===== src/rtl/fb_port_b_arbiter.sv =====
// fb_port_b_arbiter: shares frame-buffer RAM read port B between the
// display prefetch FIFO and an auxiliary reader, display urgent below LOW_WM.
module fb_port_b_arbiter #(
  parameter int AW      = 18,
  parameter int DW      = 24,
  parameter int RD_LAT  = 2,
  parameter int FIFO_D  = 8,
  parameter int LOW_WM  = 3,
  parameter int FRAME_W = 76800
) (
  input  logic          clk,
  input  logic          rst,
  input  logic          frame_start,
  input  logic          pix_rd,
  output logic [DW-1:0] pix_data,
  output logic          pix_valid,
  output logic          pix_underrun,
  input  logic          aux_req,
  input  logic [AW-1:0] aux_addr,
  output logic          aux_ack,
  output logic          aux_rvalid,
  output logic [DW-1:0] aux_rdata,
  output logic [AW-1:0] address_b,
  input  logic [DW-1:0] read_data_b
);

  localparam int PW = $clog2(FIFO_D);
  localparam int CW = PW + 1;
  localparam int IW = $clog2(RD_LAT + 1);
  localparam int LW = $clog2(FIFO_D + RD_LAT + 1) + 1;

  typedef enum logic [1:0] {
    IDLE,
    FLUSH,
    RUN
  } state_e;

  state_e            state_q;
  logic [AW-1:0]     disp_addr_q;
  logic [AW-1:0]     disp_addr_d;
  logic [AW-1:0]     addr_q;
  logic [RD_LAT-1:0] tag_v_q;
  logic [RD_LAT-1:0] tag_aux_q;
  logic [DW-1:0]     fifo_q [FIFO_D];
  logic [PW-1:0]     wptr_q;
  logic [PW-1:0]     rptr_q;
  logic [CW-1:0]     cnt_q;
  logic [CW-1:0]     cnt_d;
  logic              underrun_q;
  logic              underrun_d;

  logic [IW-1:0] disp_inflight;
  logic [LW-1:0] level;
  logic          disp_ok;
  logic          urgent;
  logic          issue_disp;
  logic          issue_aux;
  logic          tail_v;
  logic          tail_aux;
  logic          flush;
  logic          push;
  logic          pop;

  always_comb begin
    disp_inflight = '0;
    for (int i = 0; i < RD_LAT; i++) begin
      if (tag_v_q[i] && !tag_aux_q[i]) begin
        disp_inflight = disp_inflight + IW'(1);
      end
    end
  end

  // Level counts reads already issued, so the FIFO can never overflow.
  always_comb begin
    level      = LW'(cnt_q) + LW'(disp_inflight);
    disp_ok    = (state_q == RUN) && !frame_start
                 && (level < LW'(FIFO_D));
    urgent     = disp_ok && (level < LW'(LOW_WM));
    issue_disp = urgent || (disp_ok && !aux_req);
    issue_aux  = aux_req && !urgent;
  end

  always_comb begin
    tail_v   = tag_v_q[RD_LAT-1];
    tail_aux = tag_aux_q[RD_LAT-1];
    flush    = frame_start || (state_q != RUN);
    push     = tail_v && !tail_aux && !flush;
    pop      = pix_rd && (cnt_q != '0) && !frame_start;
  end

  always_comb begin
    disp_addr_d = disp_addr_q;
    if (frame_start) begin
      disp_addr_d = '0;
    end else if (issue_disp) begin
      if (disp_addr_q == AW'(FRAME_W - 1)) begin
        disp_addr_d = '0;
      end else begin
        disp_addr_d = disp_addr_q + AW'(1);
      end
    end
  end

  always_comb begin
    cnt_d = cnt_q;
    if (flush) begin
      cnt_d = '0;
    end else begin
      cnt_d = cnt_q + CW'(push) - CW'(pop);
    end
  end

  always_comb begin
    underrun_d = underrun_q;
    if (frame_start) begin
      underrun_d = 1'b0;
    end else if (pix_rd && (cnt_q == '0)) begin
      underrun_d = 1'b1;
    end
  end

  always_comb begin
    address_b = addr_q;
    unique case (1'b1)
      issue_disp: address_b = disp_addr_q;
      issue_aux:  address_b = aux_addr;
      default:    address_b = addr_q;
    endcase
  end

  always_ff @(posedge clk or negedge rst) begin
    if (!rst) begin
      state_q     <= IDLE;
      disp_addr_q <= '0;
      addr_q      <= '0;
      tag_v_q     <= '0;
      tag_aux_q   <= '0;
      wptr_q      <= '0;
      rptr_q      <= '0;
      cnt_q       <= '0;
      underrun_q  <= 1'b0;
    end else begin
      unique case (state_q)
        IDLE: begin
          if (frame_start) state_q <= FLUSH;
        end
        FLUSH: begin
          if (!frame_start && disp_inflight == '0)
            state_q <= RUN;
        end
        RUN: begin
          if (frame_start) state_q <= FLUSH;
        end
        default: state_q <= IDLE;
      endcase
      disp_addr_q <= disp_addr_d;
      addr_q      <= address_b;
      for (int i = RD_LAT - 1; i > 0; i--) begin
        tag_v_q[i]   <= tag_v_q[i-1];
        tag_aux_q[i] <= tag_aux_q[i-1];
      end
      tag_v_q[0]   <= issue_disp || issue_aux;
      tag_aux_q[0] <= issue_aux && !issue_disp;
      if (flush) begin
        wptr_q <= '0;
        rptr_q <= '0;
      end else begin
        if (push) wptr_q <= wptr_q + PW'(1);
        if (pop)  rptr_q <= rptr_q + PW'(1);
      end
      cnt_q      <= cnt_d;
      underrun_q <= underrun_d;
    end
  end

  always_ff @(posedge clk) begin
    if (push) fifo_q[wptr_q] <= read_data_b;
  end

  assign pix_valid    = (cnt_q != '0);
  assign pix_data     = pix_valid ? fifo_q[rptr_q] : '0;
  assign pix_underrun = underrun_q;
  assign aux_ack      = issue_aux && !issue_disp;
  assign aux_rvalid   = tail_v && tail_aux;
  assign aux_rdata    = aux_rvalid ? read_data_b : '0;

endmodule


===== config.mk =====
export PLATFORM = sky130hd
export DESIGN_NAME = fb_port_b_arbiter
export DESIGN_NICKNAME = d
export VERILOG_FILES = /design/src/rtl/fb_port_b_arbiter.sv
export SDC_FILE = /design/constraint.sdc
export NUM_CORES = 1
export LEC_CHECK = 0
export CELL_PAD_IN_SITES_DETAIL_PLACEMENT = 0
export CELL_PAD_IN_SITES_GLOBAL_PLACEMENT = 1
export CORE_MARGIN = 3
export CORE_UTILIZATION = 51
export CTS_CLUSTER_SIZE = 24
export DETAILED_ROUTE_END_ITERATION = 10
export GPL_TIMING_DRIVEN = 0
export PLACE_DENSITY = 0.82
export SKIP_CTS_REPAIR_TIMING = 1
export SLEW_MARGIN = 40
export SYNTH_ARGS = -nofsm -noshare
export SYNTH_HDL_FRONTEND = slang
export SYNTH_SLANG_ARGS = --single-unit
export TNS_END_PERCENT = 20

===== constraint.sdc =====
create_clock -name clk -period 12.8 [get_ports clk]
set_input_delay 3.2 -clock clk [delete_from_list [all_inputs] [get_ports clk]]
set_output_delay 3.2 -clock clk [all_outputs]
set_load 0.03 [all_outputs]

==> results of run 1 <==
==> metal layers <==
metal	routed length [µm]	global-route usage	up-vias
li1	-	-	2772
met1	9817	0.3008	3144
met2	11820	0.3659	188
met3	1250	0.03280	36
met4	393	0.05358	0
met5	0	0	-
==> worst min-delay path by stage <==
stage / from / end / slack [ns] / depth (start not counted)
after detailed placement: tag_v_q[0]$_DFF_PN0_ / tag_v_q[1]$_DFF_PN0_ / 0.37 / 0
after CTS: tag_aux_q[0]$_DFF_PN0_ / tag_aux_q[1]$_DFF_PN0_ / 0.38 / 0
after floorplan: tag_aux_q[0]$_DFF_PN0_ / tag_aux_q[1]$_DFF_PN0_ / 0.35 / 0
after global routing: tag_aux_q[0]$_DFF_PN0_ / tag_aux_q[1]$_DFF_PN0_ / 0.40 / 0
after global placement: tag_aux_q[0]$_DFF_PN0_ / tag_aux_q[1]$_DFF_PN0_ / 0.36 / 0
final: tag_aux_q[0]$_DFF_PN0_ / tag_aux_q[1]$_DFF_PN0_ / 0.38 / 0
==> cells by family after synthesis <==
| kind of cell | synth area share |
|---|---|
| compound gates | 0.05005 |
| mux | 0.1306 |
| fa+ha+maj | 0.01973 |
| buf+inv | 0.01900 |
| simple gates | 0.08355 |
| flops | 0.6903 |
| xor+xnor | 0.006820 |
==> stage by stage <==
stage	hold WS, ns	instances	util
4_1_cts	0.3819	1064	0.6534
5_1_grt	0.3966	1064	0.6536
3_3_place_gp	0.3634	1002	0.5982
2_1_floorplan	0.3456	622	-
6_report	0.3761	1064	0.6536
3_5_place_dp	0.3681	1018	0.6142
==> cell type report <==
type | count | area (µm²)
plain buffers | 33 | 143.9
clock inverters | 16 | 105.1
repair buffers | 131 | 1391
inverters | 15 | 56.30
well taps | 265 | 331.6
multi-input cells | 329 | 3062
flip-flops and latches | 245 | 7092
fillers | 1402 | 6808
clock buffers | 30 | 664.4
==> state kept, by name (all words and copies together) (netlist names), 2 cells and up <==
register and flops:
rptr_q 3, state_q 2, tag_aux_q 2, disp_addr_q 18
addr_q 18, wptr_q 3, fifo_q 192, cnt_q 4
tag_v_q 2
==> worst reg2reg max path, delay by kind of cell (launching register included) <==
| kind | cells | cell delay, ns |
|---|---|---|
| buffers and inverters | 4 | 0.97 |
| adder cells (fa/ha/maj) | 3 | 0.92 |
| AND/OR/NAND/NOR | 3 | 0.60 |
| XOR/XNOR | 1 | 0.14 |
| flip-flops | 1 | 0.56 |
| AO/OA/AOI/OAI | 2 | 0.70 |
==> placed cells by master, fill, tap and decap left out, types with 23 or more instances in the layout <==
cell	netlist	final
edfxtp_1	192	192
clkdlybuf4s50_1	0	114
dfrtp_1	53	53
mux4_2	48	48
and3_1	42	42
nor2_1	45	39
mux2i_1	26	26
clkbuf_16	0	25
nand2_1	24	24
clkbuf_1	20	23
==> report_power, final <==
group	internal [W]	switching, W
Clock	0.000390	0.000293
Combinational	0.0000454	0.0000607
Sequential	0.000869	0.00000662
Total	0.00130	0.000360
==> results.yml, run 1 <==
clocking:
  cts_num_sinks: 245
  cts_inserted_buffers: 25
  clk_latency_ns: 0.53
  cts_tree: "done"
  cts_root_buf: "clkbuf_16"
  clockBufferDepth: 3
  clkTransAtPathRegs_ns: 0.06
  cts-htree-levels: 1
setup_path:
  r2r_end: "addr_q[4]$_DFF_PN0_"
  r2r_setup_slack_ns: 8.81
  max_stage_delay_ns: 0.68
  cp.arrival_ns: 6.14
  cp_slowest_cell: "clkdlybuf4s50_1"
  cp-end-kind: "output port"
  r2r_cells: 13
  crit_type: "in2out"
  crit_end: "address_b[10]"
  crit_start: "aux_req"
  path_cells: "clkdlybuf4s50_1 > a21boi_0 > or3_1 > buf_2 > clkbuf_1 > and3_1 > a221o_1 > clkdlybuf4s50_1"
  path_buf_inv: 4
  path_max_fanout: 10
  r2r-start: "tag_v_q[1]$_DFF_PN0_"
  path_delay_family: "buffers and inverters"
  critPathLaunchType: "input pin"
  crit_path_frequent_cell: "clkdlybuf4s50_1"
  cp_num_cells: 8
  critPathRequiredTime_ns: 9.60
floorplanning:
  ios: 117
  num_rows: 51
  core_area_um2: 19650
  start_util: 0.5227
  die_area_um2: 21880
  die_w_um: 147.9
  die_h_um: 147.9
routing:
  vias_per_cell: 5.771
  via_count: 6140
  drt.antenna.violating_nets: 0
  drtIter0Drc: 398
  first_pass_iters: 5
  avgRoutedWirePerCell_um: 21.88
  wl_um: 23280
  route.detailed.drc: 0
final_layout:
  fin_area_um2: 12850
  area_growth_pct: 25.04
  drive_above_1_share: 0.1615
  nets: 842
  antenna_cells: 0
pwr:
  power_density_nw_per_um2: 129.5
  total_power_w: 0.001664
  cellLeakagePower_nw: 4.440
  vdd_drop_max_v: 0.00009339
synthesis:
  yosys_most_used_dff: "edfxtp_1"
  synth_area_leaders: "edfxtp_1 56%, dfrtp_1 13%, mux4_2 11%, and3_1 2.6%, mux2i_1 2.5%"
  ys_warn_count: 0
  synth_top_area_cell: "edfxtp_1"
  synth_cell_types: 49
  synth_edf_count: 192
  ys_seq_area_frac: 0.6903
  synthTopCellsByCount: "192 x edfxtp_1, 53 x dfrtp_1, 48 x mux4_2"
  async_flop_share: 0.2163
  yosysTopAreaCellShare: 0.5612
  ys_seq_elements: 245
  post-synth-top-count-cell: "edfxtp_1"
  synth_fp_nets: 684
  synthCells: 622
  syn-cell-area_um2: 10270
  avgSynthCellArea_um2: 16.52
timing:
  period_needed_ns: 9.337
  fin_setup_tns_ns: 0
  final_max_slew_viol_count: 0
  worst-slew-pin-transition_ns: 0.7831
  max_freq_ghz: 0.1071
  fin_crit_sh: 0.7295
  hold_viol_final: 0
  fin_ws_ns: 3.463
  skew_ns: 0.02247
  rsz0062_at_grt: "no"
  relSlewSlack: 0.4739
  setup_viol: 0
grt:
  grt_first_pass_wirelength_um: 36630
  antenna_found_initial: 0
  grt_pass1_vias: 6366
  grtUsageTotal: 0.2162
  grt.overflow.total: 0
  grt_max_degree: 45
placement:
  hpwl_um: 15920
  place_area_um2: 12070
  globalplace.congestion: 0.8529
  io_buffer_count: 115
  place_ws_ns: 3.498
hold_path:
  hold_class: "reg2reg"
run_status:
  run_status: "complete, no violations"
job:
  drv_cap: 0
Note: power is estimated with default switching activity, not from simulation.
==> run 2: changes to the inputs <==
--- a/config.mk
+++ b/config.mk
@@ -8,11 +8,11 @@
 export CELL_PAD_IN_SITES_DETAIL_PLACEMENT = 0
 export CELL_PAD_IN_SITES_GLOBAL_PLACEMENT = 1
 export CORE_MARGIN = 3
-export CORE_UTILIZATION = 51
+export CORE_UTILIZATION = 43
 export CTS_CLUSTER_SIZE = 24
 export DETAILED_ROUTE_END_ITERATION = 10
 export GPL_TIMING_DRIVEN = 0
-export PLACE_DENSITY = 0.82
+export PLACE_DENSITY = 0.73
 export SKIP_CTS_REPAIR_TIMING = 1
 export SLEW_MARGIN = 40
 export SYNTH_ARGS = -nofsm -noshare
==> constraint.sdc (replaced) <==
create_clock -name clk -period 7.8 [get_ports clk]
set_input_delay 1.95 -clock clk [delete_from_list [all_inputs] [get_ports clk]]
set_output_delay 1.95 -clock clk [all_outputs]
set_load 0.03 [all_outputs]
==> results.yml, run 2 (synthesized netlist as in run 1, its figures left out) <==
hold_path:
  hold_class: "reg2reg"
  hold-path-cell-count: 0
final_layout:
  regMostFlops: "fifo_q"
  drive_above_1_share: 0.1725
  largest_register_ffs: 192
  final_cell_mix: "192 x edfxtp_1, 114 x clkdlybuf4s50_1, 53 x dfrtp_1, 48 x mux4_2, 42 x and3_1"
  area_growth_pct: 26.66
  fillCellCount: 1770
  layout_commonest_cell: "edfxtp_1"
  reg_top3: "fifo_q: 192 flops, addr_q: 18 flops, disp_addr_q: 18 flops"
  post-route-util: 0.5645
  nets: 843
  antenna_cells: 0
setup_path:
  path_max_fanout: 10
  cp_num_cells: 14
  cp.arrival_ns: 5.11
  cp_slowest_cell: "clkdlybuf4s50_1"
  crit_type: "reg2out"
  path_cells: "nor2b_1 > clkbuf_1 > inv_1 > ha_1 > ha_1 > fa_1 > xnor2_1 > a21boi_0 > or3_1 > buf_2 > clkbuf_1 > and3_1 > a221o_1 > clkdlybuf4s50_1"
  r2r_cells: 13
  critPathLaunchType: "register"
  path_delay_family: "buffers and inverters"
  path_buf_inv: 5
  max_stage_delay_ns: 0.68
  cp-end-kind: "output port"
  critPathRequiredTime_ns: 5.85
timing:
  fin_setup_tns_ns: 0
  skew_ns: 0.01102
  max_freq_ghz: 0.1416
  setup_viol: 0
  relSlewSlack: 0.4576
  whs_ns: 0.3838
  period_needed_ns: 7.061
  hold_viol_final: 0
  fin_crit_sh: 0.9053
  rsz0062_at_grt: "no"
  final_max_slew_viol_count: 0
  worst-slew-pin-transition_ns: 0.8136
routing:
  avgRoutedWirePerCell_um: 21.09
  vias_per_cell: 5.507
  first_pass_iters: 5
  drt.antenna.violating_nets: 0
  wl_um: 23470
  drtIter0Drc: 320
  route.detailed.drc: 0
  via_count: 6129
clocking:
  cts_tree: "done"
  clkTransAtPathRegs_ns: 0.07
  cts-htree-levels: 1
  clk_latency_ns: 0.52
  cts_inserted_buffers: 26
  cts_root_buf: "clkbuf_16"
  cts_num_sinks: 245
  clockBufferDepth: 3
grt:
  grt_max_degree: 30
  antenna_found_initial: 1
  grt_first_pass_wirelength_um: 37070
  grt.overflow.total: 0
  grtUsageTotal: 0.1835
  grt_pass1_vias: 6404
floorplanning:
  num_rows: 55
  die_area_um2: 25780
  core_area_um2: 23050
  ios: 117
  die_h_um: 160.6
  die_w_um: 160.6
  start_util: 0.4456
pwr:
  vdd_drop_max_v: 0.0001365
  power_density_nw_per_um2: 218.6
  total_power_w: 0.002845
  cellLeakagePower_nw: 4.484
placement:
  hpwl_um: 16150
  io_buffer_count: 115
  globalplace.congestion: 0.8076
job:
  drv_cap: 0
run_status:
  run_status: "complete, no violations"
-- run 2: changes by cell type in the layout (fill, tap and decap cells not counted), moves of 2 or more --
cell        before  now
buf_6            3    1
buf_2           12   14
clkinvlp_4       0    3
clkinv_4         0    2
clkinv_1         6    1
clkbuf_1        23   21
bufinv_16        1    3
-- run 2: metrics by stage --
stage | std cells | area, µm² | worst slack [ns]
after global routing | 1113 | 13010 | 0.3957
after floorplan | 622 | 10270 | 2.230
after detailed placement | 1066 | 12130 | 0.9668
final | 1113 | 13010 | 0.7388
after global placement | 1050 | 11820 | 1.080
after CTS | 1113 | 13010 | 0.7091
-- run 2: layout make-up --
type	instances	area, µm²	share of cell area
sequential	245	7092	0.5450
multi-input combinational	329	3067	0.2357
timing repair buffer	131	1386	0.1065
clock buffer	29	681.9	0.05240
tap	313	391.6	0.03010
clock inverter	18	193.9	0.01490
buffer	33	143.9	0.01106
inverter	15	56.30	0.004327
-- run 2: final timing paths --
| check | slack, ns | startpoint | end |
|---|---|---|---|
| worst max-delay path | 0.74 | tag_v_q[1]$_DFF_PN0_ | address_b[13] |
| worst min-delay path | 0.38 | tag_aux_q[0]$_DFF_PN0_ | tag_aux_q[1]$_DFF_PN0_ |
| worst max register to register | 3.82 | tag_v_q[1]$_DFF_PN0_ | addr_q[13]$_DFF_PN0_ |
| worst min register to register | 0.38 | tag_aux_q[0]$_DFF_PN0_ | tag_aux_q[1]$_DFF_PN0_ |
| max in group asynchronous | 6.00 | rst | disp_addr_q[3]$_DFFE_PN0P_ |
| min in group asynchronous | 1.33 | rst | addr_q[15]$_DFF_PN0_ |
-- run 2: metal layers --
metal | routed length [µm] | track usage | part of all wire
met5 | 13 | 0 | 0.00055
met4 | 381 | 0.04024 | 0.016
met3 | 1569 | 0.03147 | 0.067
met2 | 11670 | 0.3152 | 0.50
met1 | 9839 | 0.2474 | 0.42
-- run 2: power breakdown --
part / internal (W) / switching [W] / total [W]
Clock: 0.000733 / 0.000501 / 0.00123
Sequential: 0.00143 / 0.0000108 / 0.00144
Combinational: 0.0000744 / 0.000100 / 0.000174
Total: 0.00223 / 0.000612 / 0.00284
